===== src/rtl/data_mem_access_unit_if.sv =====
// Core-side request/response signals plus the data-memory port, bundled into one interface.
// No logic; pure wiring.
// The slave modport is the access unit's view, the master modport is the core+memory view.
interface data_mem_access_unit_if #(
  parameter int AW = 16,
  parameter int DW = 32,
  parameter int BW = 5
);
  // core request side
  logic          REQ;
  logic [1:0]    OP;
  logic [AW-1:0] ADDR;
  logic [BW-1:0] BIT_SEL;
  logic [DW-1:0] WDATA;
  // core response side
  logic          BUSY;
  logic          DONE;
  logic          ERR;
  logic [DW-1:0] RDATA;
  // data memory port
  logic          M_WE;
  logic [AW-1:0] M_A;
  logic [DW-1:0] M_DI;
  logic [DW-1:0] M_DQ;

  modport slave (
    input  REQ, OP, ADDR, BIT_SEL, WDATA, M_DQ,
    output BUSY, DONE, ERR, RDATA, M_WE, M_A, M_DI
  );

  modport master (
    output REQ, OP, ADDR, BIT_SEL, WDATA, M_DQ,
    input  BUSY, DONE, ERR, RDATA, M_WE, M_A, M_DI
  );
endinterface


===== src/rtl/data_mem_access_unit.sv =====
// Word/bit load-store initiator for the data memory; bit stores are read-modify-write.
// Latency: word load / bit load DONE at T+3, word store T+2, bit store T+4, out-of-range T+1.
// Backpressure: REQ only sampled while BUSY=0 (IDLE or FIN); REQ while busy is dropped.
// Optional macro DMEM_BIT_TOGGLE_EN: bit store with WDATA[1]=1 inverts the stored bit.
module data_mem_access_unit #(
  parameter int AW    = 16,
  parameter int DW    = 32,
  parameter int BW    = 5,
  parameter int DEPTH = 32
) (
  input  logic                  CLK,
  input  logic                  RST,
  data_mem_access_unit_if.slave bus
);

  localparam logic [1:0] OP_WLD = 2'b00;
  localparam logic [1:0] OP_WST = 2'b01;
  localparam logic [1:0] OP_BLD = 2'b10;
  localparam logic [1:0] OP_BST = 2'b11;

`ifdef DMEM_BIT_TOGGLE_EN
  localparam int WBW = 2;  // WDATA[1] selects toggle, WDATA[0] is the plain bit value
`else
  localparam int WBW = 1;  // only WDATA[0] matters for bit stores
`endif

  typedef enum logic [2:0] {
    S_IDLE,
    S_ISSUE,
    S_RDATA,
    S_WRITE,
    S_FIN
  } state_t;

  state_t         state_q, state_d;
  logic           busy_q, busy_d;
  logic           done_q, done_d;
  logic           err_q, err_d;
  logic [DW-1:0]  rdata_q, rdata_d;
  logic           m_we_q, m_we_d;
  logic [AW-1:0]  m_a_q, m_a_d;
  logic [DW-1:0]  m_di_q, m_di_d;
  logic [1:0]     op_q, op_d;
  logic [BW-1:0]  bit_sel_q, bit_sel_d;
  logic [WBW-1:0] wbit_q, wbit_d;

  logic           old_bit;
  logic           new_bit;
  logic [DW-1:0]  merged_word;

  // Read-modify-write merge: replace the selected bit of the word returned by memory.
  always_comb begin
    old_bit     = bus.M_DQ[bit_sel_q];
`ifdef DMEM_BIT_TOGGLE_EN
    new_bit     = wbit_q[1] ? ~old_bit : wbit_q[0];
`else
    new_bit     = wbit_q[0];
`endif
    merged_word = bus.M_DQ;
    merged_word[bit_sel_q] = new_bit;
  end

  // Next-state and next-output computation; every output leaves the block registered.
  always_comb begin
    state_d   = state_q;
    busy_d    = busy_q;
    done_d    = 1'b0;
    err_d     = 1'b0;
    rdata_d   = rdata_q;
    m_we_d    = 1'b0;
    m_a_d     = m_a_q;
    m_di_d    = m_di_q;
    op_d      = op_q;
    bit_sel_d = bit_sel_q;
    wbit_d    = wbit_q;

    unique case (state_q)
      // FIN behaves like IDLE for acceptance so operations can run back-to-back.
      S_IDLE, S_FIN: begin
        busy_d  = 1'b0;
        state_d = S_IDLE;
        if (bus.REQ) begin
          op_d      = bus.OP;
          bit_sel_d = bus.BIT_SEL;
          wbit_d    = bus.WDATA[WBW-1:0];
          if (bus.ADDR >= AW'(DEPTH)) begin
            // Rejected without touching memory: report straight away.
            state_d = S_FIN;
            done_d  = 1'b1;
            err_d   = 1'b1;
          end else begin
            busy_d = 1'b1;
            m_a_d  = bus.ADDR;
            if (bus.OP == OP_WST) begin
              state_d = S_WRITE;
              m_di_d  = bus.WDATA;
              m_we_d  = 1'b1;
            end else begin
              state_d = S_ISSUE;
            end
          end
        end
      end

      // Memory captures M_A at the end of this cycle.
      S_ISSUE: begin
        state_d = S_RDATA;
      end

      // M_DQ holds the addressed word during this cycle.
      S_RDATA: begin
        if (op_q == OP_BST) begin
          state_d = S_WRITE;
          m_di_d  = merged_word;
          m_we_d  = 1'b1;
        end else begin
          if (op_q == OP_BLD) begin
            rdata_d    = '0;
            rdata_d[0] = old_bit;
          end else begin
            rdata_d = bus.M_DQ;
          end
          state_d = S_FIN;
          done_d  = 1'b1;
          busy_d  = 1'b0;
        end
      end

      // Write commits on the edge closing this cycle.
      S_WRITE: begin
        state_d = S_FIN;
        done_d  = 1'b1;
        busy_d  = 1'b0;
      end

      default: begin
        state_d = S_IDLE;
        busy_d  = 1'b0;
      end
    endcase
  end

  // State and output registers; async reset kills an in-flight write immediately.
  always_ff @(posedge CLK or posedge RST) begin
    if (RST) begin
      state_q   <= S_IDLE;
      busy_q    <= 1'b0;
      done_q    <= 1'b0;
      err_q     <= 1'b0;
      rdata_q   <= '0;
      m_we_q    <= 1'b0;
      m_a_q     <= '0;
      m_di_q    <= '0;
      op_q      <= OP_WLD;
      bit_sel_q <= '0;
      wbit_q    <= '0;
    end else begin
      state_q   <= state_d;
      busy_q    <= busy_d;
      done_q    <= done_d;
      err_q     <= err_d;
      rdata_q   <= rdata_d;
      m_we_q    <= m_we_d;
      m_a_q     <= m_a_d;
      m_di_q    <= m_di_d;
      op_q      <= op_d;
      bit_sel_q <= bit_sel_d;
      wbit_q    <= wbit_d;
    end
  end

  assign bus.BUSY  = busy_q;
  assign bus.DONE  = done_q;
  assign bus.ERR   = err_q;
  assign bus.RDATA = rdata_q;
  assign bus.M_WE  = m_we_q;
  assign bus.M_A   = m_a_q;
  assign bus.M_DI  = m_di_q;

endmodule


===== src/flat_wrapper.sv =====
// flat-port wrapper written by rule: the top's interface ports become plain ports
module data_mem_access_unit_flat 
#(
  parameter int AW    = 16,
  parameter int DW    = 32,
  parameter int BW    = 5,
  parameter int DEPTH = 32
)
  (CLK, RST, bus_REQ, bus_OP, bus_ADDR, bus_BIT_SEL, bus_WDATA, bus_M_DQ, bus_BUSY, bus_DONE, bus_ERR, bus_RDATA, bus_M_WE, bus_M_A, bus_M_DI);
  data_mem_access_unit_if #(.AW(AW), .DW(DW), .BW(BW)) bus_i ();
  input  logic CLK;
  input  logic RST;
  input wire logic [$bits(bus_i.REQ)-1:0] bus_REQ;
  input wire logic [$bits(bus_i.OP)-1:0] bus_OP;
  input wire logic [$bits(bus_i.ADDR)-1:0] bus_ADDR;
  input wire logic [$bits(bus_i.BIT_SEL)-1:0] bus_BIT_SEL;
  input wire logic [$bits(bus_i.WDATA)-1:0] bus_WDATA;
  input wire logic [$bits(bus_i.M_DQ)-1:0] bus_M_DQ;
  output wire logic [$bits(bus_i.BUSY)-1:0] bus_BUSY;
  output wire logic [$bits(bus_i.DONE)-1:0] bus_DONE;
  output wire logic [$bits(bus_i.ERR)-1:0] bus_ERR;
  output wire logic [$bits(bus_i.RDATA)-1:0] bus_RDATA;
  output wire logic [$bits(bus_i.M_WE)-1:0] bus_M_WE;
  output wire logic [$bits(bus_i.M_A)-1:0] bus_M_A;
  output wire logic [$bits(bus_i.M_DI)-1:0] bus_M_DI;
  assign bus_i.REQ = bus_REQ;
  assign bus_i.OP = bus_OP;
  assign bus_i.ADDR = bus_ADDR;
  assign bus_i.BIT_SEL = bus_BIT_SEL;
  assign bus_i.WDATA = bus_WDATA;
  assign bus_i.M_DQ = bus_M_DQ;
  assign bus_BUSY = bus_i.BUSY;
  assign bus_DONE = bus_i.DONE;
  assign bus_ERR = bus_i.ERR;
  assign bus_RDATA = bus_i.RDATA;
  assign bus_M_WE = bus_i.M_WE;
  assign bus_M_A = bus_i.M_A;
  assign bus_M_DI = bus_i.M_DI;
  data_mem_access_unit #(.AW(AW), .DW(DW), .BW(BW), .DEPTH(DEPTH)) u_core (.CLK(CLK), .RST(RST), .bus(bus_i));
endmodule

===== config.mk =====
export PLATFORM = sky130hd
export DESIGN_NAME = data_mem_access_unit_flat
export DESIGN_NICKNAME = d
export VERILOG_FILES = /design/src/rtl/data_mem_access_unit_if.sv /design/src/rtl/data_mem_access_unit.sv /design/src/flat_wrapper.sv
export SDC_FILE = /design/constraint.sdc
export NUM_CORES = 1
export LEC_CHECK = 0
export CAP_MARGIN = 20
export CORE_AREA = 5 5 109 111
export CTS_CLUSTER_DIAMETER = 80
export DETAILED_ROUTE_END_ITERATION = 7
export DIE_AREA = 0 0 114 116
export PLACE_DENSITY_LB_ADDON = 0.1
export SLEW_MARGIN = 20
export SYNTH_ARGS = -nofsm -noshare
export SYNTH_HDL_FRONTEND = slang
export SYNTH_SLANG_ARGS = --single-unit

===== constraint.sdc =====
create_clock -name CLK -period 4.9 [get_ports CLK]
set_input_delay 1.47 -clock CLK [delete_from_list [all_inputs] [get_ports CLK]]
set_output_delay 1.47 -clock CLK [all_outputs]
set_load 0.03 [all_outputs]

Word level (Yosys, flattened, before mapping) --
Index checks and enable logic that the tools add are counted.
Cells by class: order comparisons 3, muxes and demuxes 30, reduce and logical (&&, ||, !) cells 9, eq/ne operators 12, bitwise gates (word level) 3
Operators with widths (count):
- $mux W32 | 5
- $pmux W32 S2 | 1
- $bwmux W32 | 1
- $ge A16 B6 Y1 const B | 1
- $mux W1 | 13
- $pmux W3 S4 | 1
- $mux W3 | 3
- $eq A3 B2 Y1 const B | 2
- $lt A5 B6 Y1 const B | 1
- $ne A2 B2 Y1 const B | 3
- $pmux W1 S3 | 2
- $reduce_and A2 Y1 | 3
- $bmux W1 S5 | 1
- $demux W1 S5 | 1
- $ge A5 B1 Y1 const B | 1
- $reduce_and A5 Y1 | 1
- $eq A2 B2 Y1 const B | 2
- $ne A2 B1 Y1 const B | 2
- $eq A3 B1 Y1 const B | 1
- $eq A3 B3 Y1 const B | 1
- $logic_not A3 Y1 | 1
- $not A1 Y1 | 3
- $reduce_and A3 Y1 | 1
- $eq A2 B1 Y1 const B | 1
- other kinds (5) | 5
Word-level totals: bits in registers 95, logic and storage cells 68, output and inout bits 84, input bits 90

Longest topological paths before layout --
Gate-level depths: netlist of the first run.
depth after elaboration 7, mapped depth 8, depth with buffers taken out 5

Least setup slack after synthesis of the first run --
No wires, ideal clock.
kind input port to flip-flop, from in bus_ADDR[12], to reg u_core.m_di_q[14], in the netlist u_core.bus.M_DI[14], required time 4775 ps, arrival 2742 ps, setup time 125 ps, buffers on the path 1, setup slack 2033 ps, stages 6, path through nor4_1 > and3_1 > nand2_1 > a21oi_4 > buf_6 > mux2_2
Between the ends: cells in the longest elaborated chain, start to end 3
Ends and longest elaborated chain:
- start, declared | RTL line flat_wrapper.sv:15 | input wire logic [$bits(bus_i.ADDR)-1:0] bus_ADDR;
- $ge A16 B6 Y1 | RTL line data_mem_access_unit.sv:86 | if (bus.ADDR >= AW'(DEPTH)) begin
- $ne A2 B2 Y1 (no source line)
- $reduce_and A5 Y1 (no source line)
- end signal, assigned | RTL line data_mem_access_unit.sv:165 | m_di_q <= m_di_d;
- end, declared | RTL line data_mem_access_unit.sv:42 | logic [DW-1:0] m_di_q, m_di_d;
No other way between the ends. A chain may end at the register's enable or synchronous reset.

Worst setup path after layout of the first run --
from in bus_ADDR[12], to reg u_core.m_di_q[13], in the netlist u_core.bus.M_DI[13]
Same word-level chain as after synthesis.

==> results of run 1 <==
[flip-flops by register name, summed over array words and instances (netlist names)]
register,flops
u_core.bit_sel_q,5
u_core.bus.BUSY,1
u_core.bus.DONE,1
u_core.bus.ERR,1
u_core.bus.M_A,16
u_core.bus.M_DI,32
u_core.bus.M_WE,1
u_core.bus.RDATA,32
u_core.new_bit,1
u_core.op_q,2
u_core.state_q,3
[metal layers]
layer  vias up  share of wire [%]  GRT usage [%]
met1      1868                 43           26.6
met5         -                  0              0
li1       1838                  -              -
met4         0                1.3           6.41
met2       121                 48           34.6
met3        12                7.5           5.48
[cell usage in the layout, fill, tap and decap left out, types with 9 or more instances in the layout]
cell / n
nand2_1: 17
nor2_1: 51
and2_1: 11
dfrtp_1: 95
nand3_1: 9
a21oi_1: 33
clkdlybuf4s50_1: 173
mux2i_1: 38
mux2_2: 48
a22o_1: 31
clkbuf_8: 11
[stage by stage]
stage	utilization, %	std cells	hold slack (ns)
2_1_floorplan	-	425	0.495
3_3_place_gp	61.2	713	0.469
3_5_place_dp	61.2	713	0.470
4_1_cts	63.2	729	0.497
5_1_grt	63.2	729	0.517
6_report	63.2	729	0.489
[how the worst max path moves through the flow]
stage	end	slack, ns	depth (start not counted)
6_report	u_core.bus.M_DI[13]$_DFFE_PP0P_	1.70	7
5_1_grt	u_core.bus.M_DI[8]$_DFFE_PP0P_	1.57	7
4_1_cts	u_core.bus.M_DI[17]$_DFFE_PP0P_	1.71	7
3_5_place_dp	u_core.bus.M_DI[28]$_DFFE_PP0P_	1.32	7
3_3_place_gp	u_core.bus.M_DI[5]$_DFFE_PP0P_	1.36	7
2_1_floorplan	u_core.bit_sel_q[0]$_DFFE_PP0P_	0.95	1
[final cells by class]
type | count | share of cell area [%]
clock inverter | 4 | 0.796
tap | 140 | 2.59
timing repair buffer | 181 | 26.5
multi-input combinational | 296 | 32.5
inverter | 1 | 0.0926
sequential | 95 | 35.2
clock buffer | 12 | 2.30
[logic make-up (layout without fill, tap and decap cells)]
kind of cell    Yosys count  count (layout)
simple gates            126             126
mux                      89              89
compound gates           81              81
flops                    95              95
buf+inv                  34             198
[power by group]
part           leakage, nW  internal [mW]  switching [mW]  total (mW)
combinational         1.51          0.152           0.131       0.284
sequential            1.23          0.805          0.0400       0.845
clock               0.0988          0.265           0.278       0.543
total                 2.83           1.22           0.450        1.67
==> metrics, run 1 <==
status completed; multi-input logic area 2200 sq um; Root Buffer clkbuf_8; Rows 38; clk_lat worst skew 0.37 ns; Mapped Nets 515; Worst path top cell family by delay buffers and inverters; Unique masters post-synth 42; DR WL/cell 18.4 um; max cap viols 0; hold endpoint u_core.bus.M_A[13]$_DFFE_PP0P_; Mapped Cells 425; Worst path max stage delay 0.42 ns; Lkg Pwr 2.83 nW; worst setup path class input pin to register; top_reg_cell synth dfrtp_1; Core Region 10700 sq um; largest net degree at the start of global routing 66; Period Utilization, post-route 65.3%; Clock Pin Slew Worst Setup and Hold Paths 0.09 ns; Post-DRT Antenna Nets 0; Async S/R FF share, synth 100%; filler instances 885; RSZ-0062 raised after global routing false; worst path cell trace clkdlybuf4s50_1, nor4_1, and3_1, nand2_1, a21oi_4, buf_4, mux2_2; total gr overflow 0; FF-to-FF path depth 5; Seq/Total Area, Yosys 50.2%; worst-path maximum fanout 34; GRT Util Overall 20.8%; Yosys reg bits 95; drt drc 0; Buffers on Ports 173; worst clock skew 0.0109 ns; Slew Limit Headroom 31.4%; Critical Path AT 3.45 ns; Slew @ Worst Pin 1.03 ns; DR vias 3839; layout cells sized above 1 14.3%; Worst EP required 5.15 ns; Mapped Area 4740 sq um; DR vias/cell 5.27; vias in the first global route 4080; Post-Place Setup Slack 1.32 ns; final total power 1.67 mW; post-route setup slack 1.70 ns; Final setup violation count 0; Final GP Congestion 0.792; Clock Path Buffers 2; EDFF count, synth 0; post-DP HPWL 9.75 mm; die area 13200 sq um; Reg area 2380 sq um; cts bufs inserted 9; PD cells 247 nW/um^2; H-tree levels 3; max-slew violation count 0; hold path startpoint u_core.bus.M_A[13]$_DFFE_PP0P_; largest family of logic cells by synthesized area multiplexers; RR Endpoint u_core.bus.M_DI[15]$_DFFE_PP0P_; CP max-delay cell buf_4; Placed Area 6550 sq um; initial antenna violation count 0; Initial Utilization 44.3%; I/O pins 174; Die Width 114 um; global-route wire length before repair 21.6 mm; final wirelength 13.4 mm; Setup crit start bus_ADDR[12]; Critical Path Sink Type register; Diodes inserted 0; WP buf/inv 2; Nets 674; Sink Count 95; FMAX 313 MHz; clock tree from TritonCTS done; Die Span Y 116 um; Post-Synth Adder-Cell Area 0%; post-synth top area cell dfrtp_1; Final Instance Area 6760 sq um; number of DRC markers in iteration 0 182; maximum vdd ir drop 0.160 mV; synth cell count leaders dfrtp_1 (95), nor2_1 (51), mux2_2 (48); WHS Path Cells 1; R2R Path Start u_core.bit_sel_q[0]$_DFFE_PP0P_; final number of hold-violating endpoints 0; worst min path class register to register; mux contribution to synthesized area 20.6%; Synth Area per Inst 11.1 sq um; Resized Gates After CTS 0; Synth Area in Compound Gates 11.9%; Synth Area in XOR/XNOR 0%; leading post-synthesis cells by cell area dfrtp_1 (50%), mux2_2 (11%), mux2i_1 (8.0%), a22o_1 (5.7%), nor2_1 (4.0%); hold buffer count at CTS 0; # Post-CTS Setup Buffers 0; Worst setup SP type input pin; Post-Synth Simple-Gate Area 13.6%; Syn-to-layout area delta 42.7%; Warnings, synthesis 0; min cycle time layout 3.20 ns; Setup TNS Final 0 ns; area fraction of the dominant cell type after synthesis 50.2%; reg-to-reg slack, setup 2.60 ns; drt first pass iters 4; most common cell in the synthesized netlist dfrtp_1
Power figures use the tool's default switching activity.
==> run 2: changes to the inputs <==
--- a/config.mk
+++ b/config.mk
@@ -6,10 +6,10 @@
 export NUM_CORES = 1
 export LEC_CHECK = 0
 export CAP_MARGIN = 20
-export CORE_AREA = 5 5 109 111
+export CORE_AREA = 5 5 114 116
 export CTS_CLUSTER_DIAMETER = 80
 export DETAILED_ROUTE_END_ITERATION = 7
-export DIE_AREA = 0 0 114 116
+export DIE_AREA = 0 0 119 121
 export PLACE_DENSITY_LB_ADDON = 0.1
 export SLEW_MARGIN = 20
 export SYNTH_ARGS = -nofsm -noshare
==> constraint.sdc (replaced) <==
create_clock -name CLK -period 2.9 [get_ports CLK]
set_input_delay 0.87 -clock CLK [delete_from_list [all_inputs] [get_ports CLK]]
set_output_delay 0.87 -clock CLK [all_outputs]
set_load 0.03 [all_outputs]
==> metrics, run 2 (synthesis results as in run 1) <==
worst setup path class input pin to register; max-slew violation count 0 (unchanged); min cycle time layout 2.45 ns; die area 14400 sq um (+8.9%); Slew Limit Headroom 31.9% (+0.46 points); layout cells sized above 1 14.5% (+0.27 points); Resized Gates After CTS 0 (unchanged); commonest non-fill, non-tap cell in the layout clkdlybuf4s50_1; Worst path max stage delay 0.41 ns (about the same); Setup TNS Final 0 ns (unchanged); Clock Pin Slew Worst Setup and Hold Paths 0.06 ns (-0.03 ns); worst min path class register to register; Critical Path Sink Type register; Sink Count 95 (unchanged); Worst setup SP type input pin; Root Buffer clkbuf_16; cts bufs inserted 9 (unchanged); DR WL/cell 18.7 um (+1.7%); drt drc 0 (unchanged); DR vias 3909 (+1.8%); fin cells 739 (+1.4%); DR vias/cell 5.29 (+0.45%); worst path cell trace clkdlybuf4s50_1, nor4_1, and3_1, nand2_1, a21oi_4, buf_12, mux2_2; CP max-delay cell clkdlybuf4s50_1; Slew @ Worst Pin 1.02 ns (-0.00685 ns); worst-path maximum fanout 17 (-50%); Period Utilization, post-route 84.3%; worst clock skew 0.00605 ns (-0.00490 ns); Worst EP required 3.12 ns (-2.03 ns); Lkg Pwr 2.90 nW (+2.2%); Diodes inserted 0 (unchanged); post-DP HPWL 10.2 mm (+4.6%); Critical Path AT 2.67 ns (-0.78 ns); Core Region 11800 sq um (+10%); PD cells 444 nW/um^2 (+80%); drt first pass iters 6 (+2); FMAX 409 MHz; max cap viols 0 (unchanged); number of DRC markers in iteration 0 216 (+19%); H-tree levels 3 (unchanged); Die Span Y 121 um (+4.3%); maximum vdd ir drop 0.286 mV (+78%); Final setup violation count 0 (unchanged); # Post-CTS Setup Buffers 0 (unchanged); filler instances 1039 (+17%); total gr overflow 0 (unchanged); placed instance count 724 (+1.5%); final core utilization 58.5% (-4.7 points); final number of hold-violating endpoints 0 (unchanged); final wirelength 13.8 mm (+3.1%); Buffers on Ports 173 (unchanged); Clock Path Buffers 2 (unchanged); Placed Area 6630 sq um (+1.2%); Final GP Congestion 0.797 (+0.61%); initial antenna violation count 0 (unchanged); I/O pins 174 (unchanged); Rows 40 (+5.3%); RSZ-0062 raised after global routing false; commonest cells after routing, fill and taps aside clkdlybuf4s50_1 (173), dfrtp_1 (95), nor2_1 (51); clk_lat worst skew 0.34 ns (-0.03 ns); largest net degree at the start of global routing 67 (+1.5%); Die Width 119 um (+4.4%); clock tree from TritonCTS done; Syn-to-layout area delta 45.8%; global-route wire length before repair 22.3 mm (+3.5%); Nets 678 (+0.59%); Initial Utilization 40.1% (-4.2 points); hold buffer count at CTS 0 (unchanged); GRT Util Overall 19.5% (-1.3 points); Final Instance Area 6910 sq um (+2.2%); vias in the first global route 4139 (+1.4%); Min Hold Slack 0.490 ns (+0.000186 ns); status completed; Post-DRT Antenna Nets 0 (unchanged)
-- run 2: where the power goes --
group	switching, mW	internal (mW)
Sequential	0.0594	1.36
Combinational	0.234	0.263
Clock	0.488	0.661
-- run 2: final timing paths --
check,cells after the start,start,endpoint,slack [ns]
worst min-delay path,1,u_core.bus.M_A[14]$_DFFE_PP0P_,u_core.bus.M_A[14]$_DFFE_PP0P_,0.49
max in group asynchronous,3,RST,u_core.bus.ERR$_DFF_PP0_,1.61
worst min register to register,1,u_core.bus.M_A[14]$_DFFE_PP0P_,u_core.bus.M_A[14]$_DFFE_PP0P_,0.49
min in group asynchronous,3,RST,u_core.bus.RDATA[24]$_DFFE_PP0P_,0.98
worst max-delay path,7,bus_ADDR[14],u_core.bus.M_DI[4]$_DFFE_PP0P_,0.45
worst max register to register,5,u_core.state_q[0]$_DFF_PP0_,u_core.bus.RDATA[0]$_DFFE_PP0P_,0.78
-- run 2: per-layer routing --
layer	share of wire, %	track usage, %
met1	43	24.6
met2	49	32.4
met3	6.6	5.78
met4	1.4	5.72
met5	0	0
-- run 2: layout make-up --
cell class                      count  area [sq um]  share of cell area, %
Sequential cell                    95          2380                   34.4
Multi-Input combinational cell    296          2200                   31.8
Timing Repair Buffer              185          1860                   26.9
Clock buffer                       11           233                   3.37
Tap cell                          147           184                   2.66
Clock inverter                      4          47.5                  0.688
Inverter                            1          7.51                  0.109
-- run 2: metrics by stage --
step / power, mW / worst slack [ns]
floorplan: 1.69 / 0.633
global placement: 1.94 / 0.133
detailed placement: 1.95 / 0.0742
CTS: 3.11 / 0.432
global route: 3.21 / 0.369
finish: 3.07 / 0.455
-- run 2: worst max-delay path, delay by kind of cell --
family / cells / cell delay (ns)
muxes: 1 / 0.35
and+or+nand+nor: 3 / 0.59
buffers and inverters: 2 / 0.60
AOI/OAI and AO/OA: 1 / 0.24
==> run 3: changes to the inputs <==
--- a/config.mk
+++ b/config.mk
@@ -6,10 +6,10 @@
 export NUM_CORES = 1
 export LEC_CHECK = 0
 export CAP_MARGIN = 20
-export CORE_AREA = 5 5 114 116
+export CORE_AREA = 5 5 109 111
 export CTS_CLUSTER_DIAMETER = 80
 export DETAILED_ROUTE_END_ITERATION = 7
-export DIE_AREA = 0 0 119 121
+export DIE_AREA = 0 0 114 116
 export PLACE_DENSITY_LB_ADDON = 0.1
 export SLEW_MARGIN = 20
 export SYNTH_ARGS = -nofsm -noshare
==> constraint.sdc (replaced) <==
create_clock -name CLK -period 2.41 [get_ports CLK]
set_input_delay 0.723 -clock CLK [delete_from_list [all_inputs] [get_ports CLK]]
set_output_delay 0.723 -clock CLK [all_outputs]
set_load 0.03 [all_outputs]
==> metrics, run 3 (synthesis results as in run 1) <==
# Post-CTS Setup Buffers 0 (unchanged); final core utilization 64.8% (+6.3 points); CP max-delay cell clkdlybuf4s50_1; drt first pass iters 4 (-2); commonest non-fill, non-tap cell in the layout clkdlybuf4s50_1; worst setup path class input pin to register; Final GP Congestion 0.789 (-1.1%); Post-Place Setup Slack -0.213 ns (-0.288 ns); Core Region 10700 sq um (-9.4%); Worst path top cell family by delay buffers and inverters; initial antenna violation count 0 (unchanged); Final Instance Area 6930 sq um (+0.36%); H-tree levels 3 (unchanged); cts bufs inserted 9 (unchanged); internal power 2.40 mW (+4.9%); Final setup violation count 0 (unchanged); Die Span Y 116 um (-4.1%); Buffers on Ports 173 (unchanged); worst path cell trace clkdlybuf4s50_1, nor4_1, and3_1, nand2_1, a21oi_4, buf_12, mux2_2; Min Hold Slack 0.491 ns (+0.00147 ns); max-slew violation count 0 (unchanged); Placed Area 6760 sq um (+1.9%); Die Width 114 um (-4.2%); RSZ-0062 raised after global routing false; Diodes inserted 0 (unchanged); final wirelength 13.8 mm (-0.11%); clk_lat worst skew 0.36 ns (+0.02 ns); sw frac 27.1% (+1.7 points); Worst EP required 2.66 ns (-0.46 ns); worst clock skew 0.00875 ns (+0.00271 ns); clock network fraction of design power 29.4% (-8.0 points); Lkg Pwr 2.93 nW (+1.3%); largest net degree at the start of global routing 57 (-15%); total gr overflow 0 (unchanged); FMAX 450 MHz; placed instance count 732 (+1.1%); die area 13200 sq um (-8.2%); PD cells 475 nW/um^2 (+6.9%); hold buffer count at CTS 0 (unchanged); Critical Path AT 2.47 ns (-0.20 ns); vias in the first global route 4353 (+5.2%); Period Utilization, post-route 92.3%; worst min path class register to register; worst-path maximum fanout 17 (unchanged); Clock Pin Slew Worst Setup and Hold Paths 0.09 ns (+0.03 ns); fin cells 748 (+1.2%); Nets 693 (+2.2%); maximum vdd ir drop 0.279 mV (-2.3%); drt drc 0 (unchanged); filler instances 883 (-15%); status completed; Critical Path Sink Type register; layout cells sized above 1 16.8% (+2.2 points); max cap viols 0 (unchanged); Net Sw Power 894 uW (+14%); number of DRC markers in iteration 0 180 (-17%); Slew Limit Headroom 30.2% (-1.7 points); I/O pins 174 (unchanged); Flop pwr share 51.9% (+5.6 points); Syn-to-layout area delta 46.4%; post-route setup slack 0.186 ns (-0.268 ns); Worst path max stage delay 0.40 ns (about the same); final number of hold-violating endpoints 0 (unchanged); Clock Path Buffers 2 (unchanged); Comb power frac 18.7% (+2.5 points); post-DP HPWL 10.3 mm (+1.3%); Worst setup SP type input pin; Post-DRT Antenna Nets 0 (unchanged); DR WL/cell 18.5 um (-1.3%); DR vias/cell 5.36 (+1.3%); global-route wire length before repair 22.0 mm (-1.3%); Slew @ Worst Pin 1.05 ns (+0.0248 ns); Sink Count 95 (unchanged); Root Buffer clkbuf_8; min cycle time layout 2.22 ns; Initial Utilization 44.3% (+4.2 points); DR vias 4009 (+2.6%); GRT Util Overall 21.1% (+1.6 points); Rows 38 (-5.0%); clock tree from TritonCTS done; commonest cells after routing, fill and taps aside clkdlybuf4s50_1 (173), dfrtp_1 (95), nor2_1 (51); Resized Gates After CTS 0 (unchanged); WP buf/inv 2 (unchanged)
run 3: cell type report:
cell class / instances / area [sq um] / share of cell area (%)
well taps: 140 / 175 / 2.53
inverters: 1 / 7.51 / 0.108
clock buffers: 13 / 159 / 2.29
repair buffers: 200 / 2000 / 28.8
multi-input cells: 296 / 2200 / 31.7
flip-flops and latches: 95 / 2380 / 34.3
clock inverters: 3 / 17.5 / 0.253
run 3: power groups by stage:
stage               registers [mW]  clock network, mW  logic [mW]
floorplan                     1.76                  0       0.275
finish                        1.71              0.967       0.616
detailed placement            1.74                  0       0.618
CTS                           1.71              0.999       0.622
global route                  1.72               1.06       0.662
global placement              1.74                  0       0.613
run 3: path summary, 6_finish.rpt:
path	depth (start not counted)	to	slack (ns)	from
setup / recovery	7	u_core.bus.M_DI[13]$_DFFE_PP0P_	0.19	bus_ADDR[12]
hold / removal	1	u_core.bus.M_A[13]$_DFFE_PP0P_	0.49	u_core.bus.M_A[13]$_DFFE_PP0P_
setup reg to reg	5	u_core.bus.M_DI[28]$_DFFE_PP0P_	0.43	u_core.bit_sel_q[4]$_DFFE_PP0P_
hold reg to reg	1	u_core.bus.M_A[13]$_DFFE_PP0P_	0.49	u_core.bus.M_A[13]$_DFFE_PP0P_
max in group asynchronous	3	u_core.bit_sel_q[3]$_DFFE_PP0P_	1.14	RST
min in group asynchronous	2	u_core.bus.M_DI[30]$_DFFE_PP0P_	0.67	RST
run 3: per-layer routing:
metal  vias to the layer above  global-route usage (%)  share of wire [%]
li1                       1881                       -                  -
met1                      1973                    26.4                 41
met2                       141                    36.1                 49
met3                        14                    5.07                7.6
met4                         0                    6.65                1.5
met5                         -                       0                  0
run 3: per-stage QoR:
stage	setup TNS (ns)	power (mW)
after floorplan	0	2.03
after global placement	-4.94	2.35
after detailed placement	-6.18	2.36
after CTS	0	3.33
after global routing	0	3.45
final	0	3.29
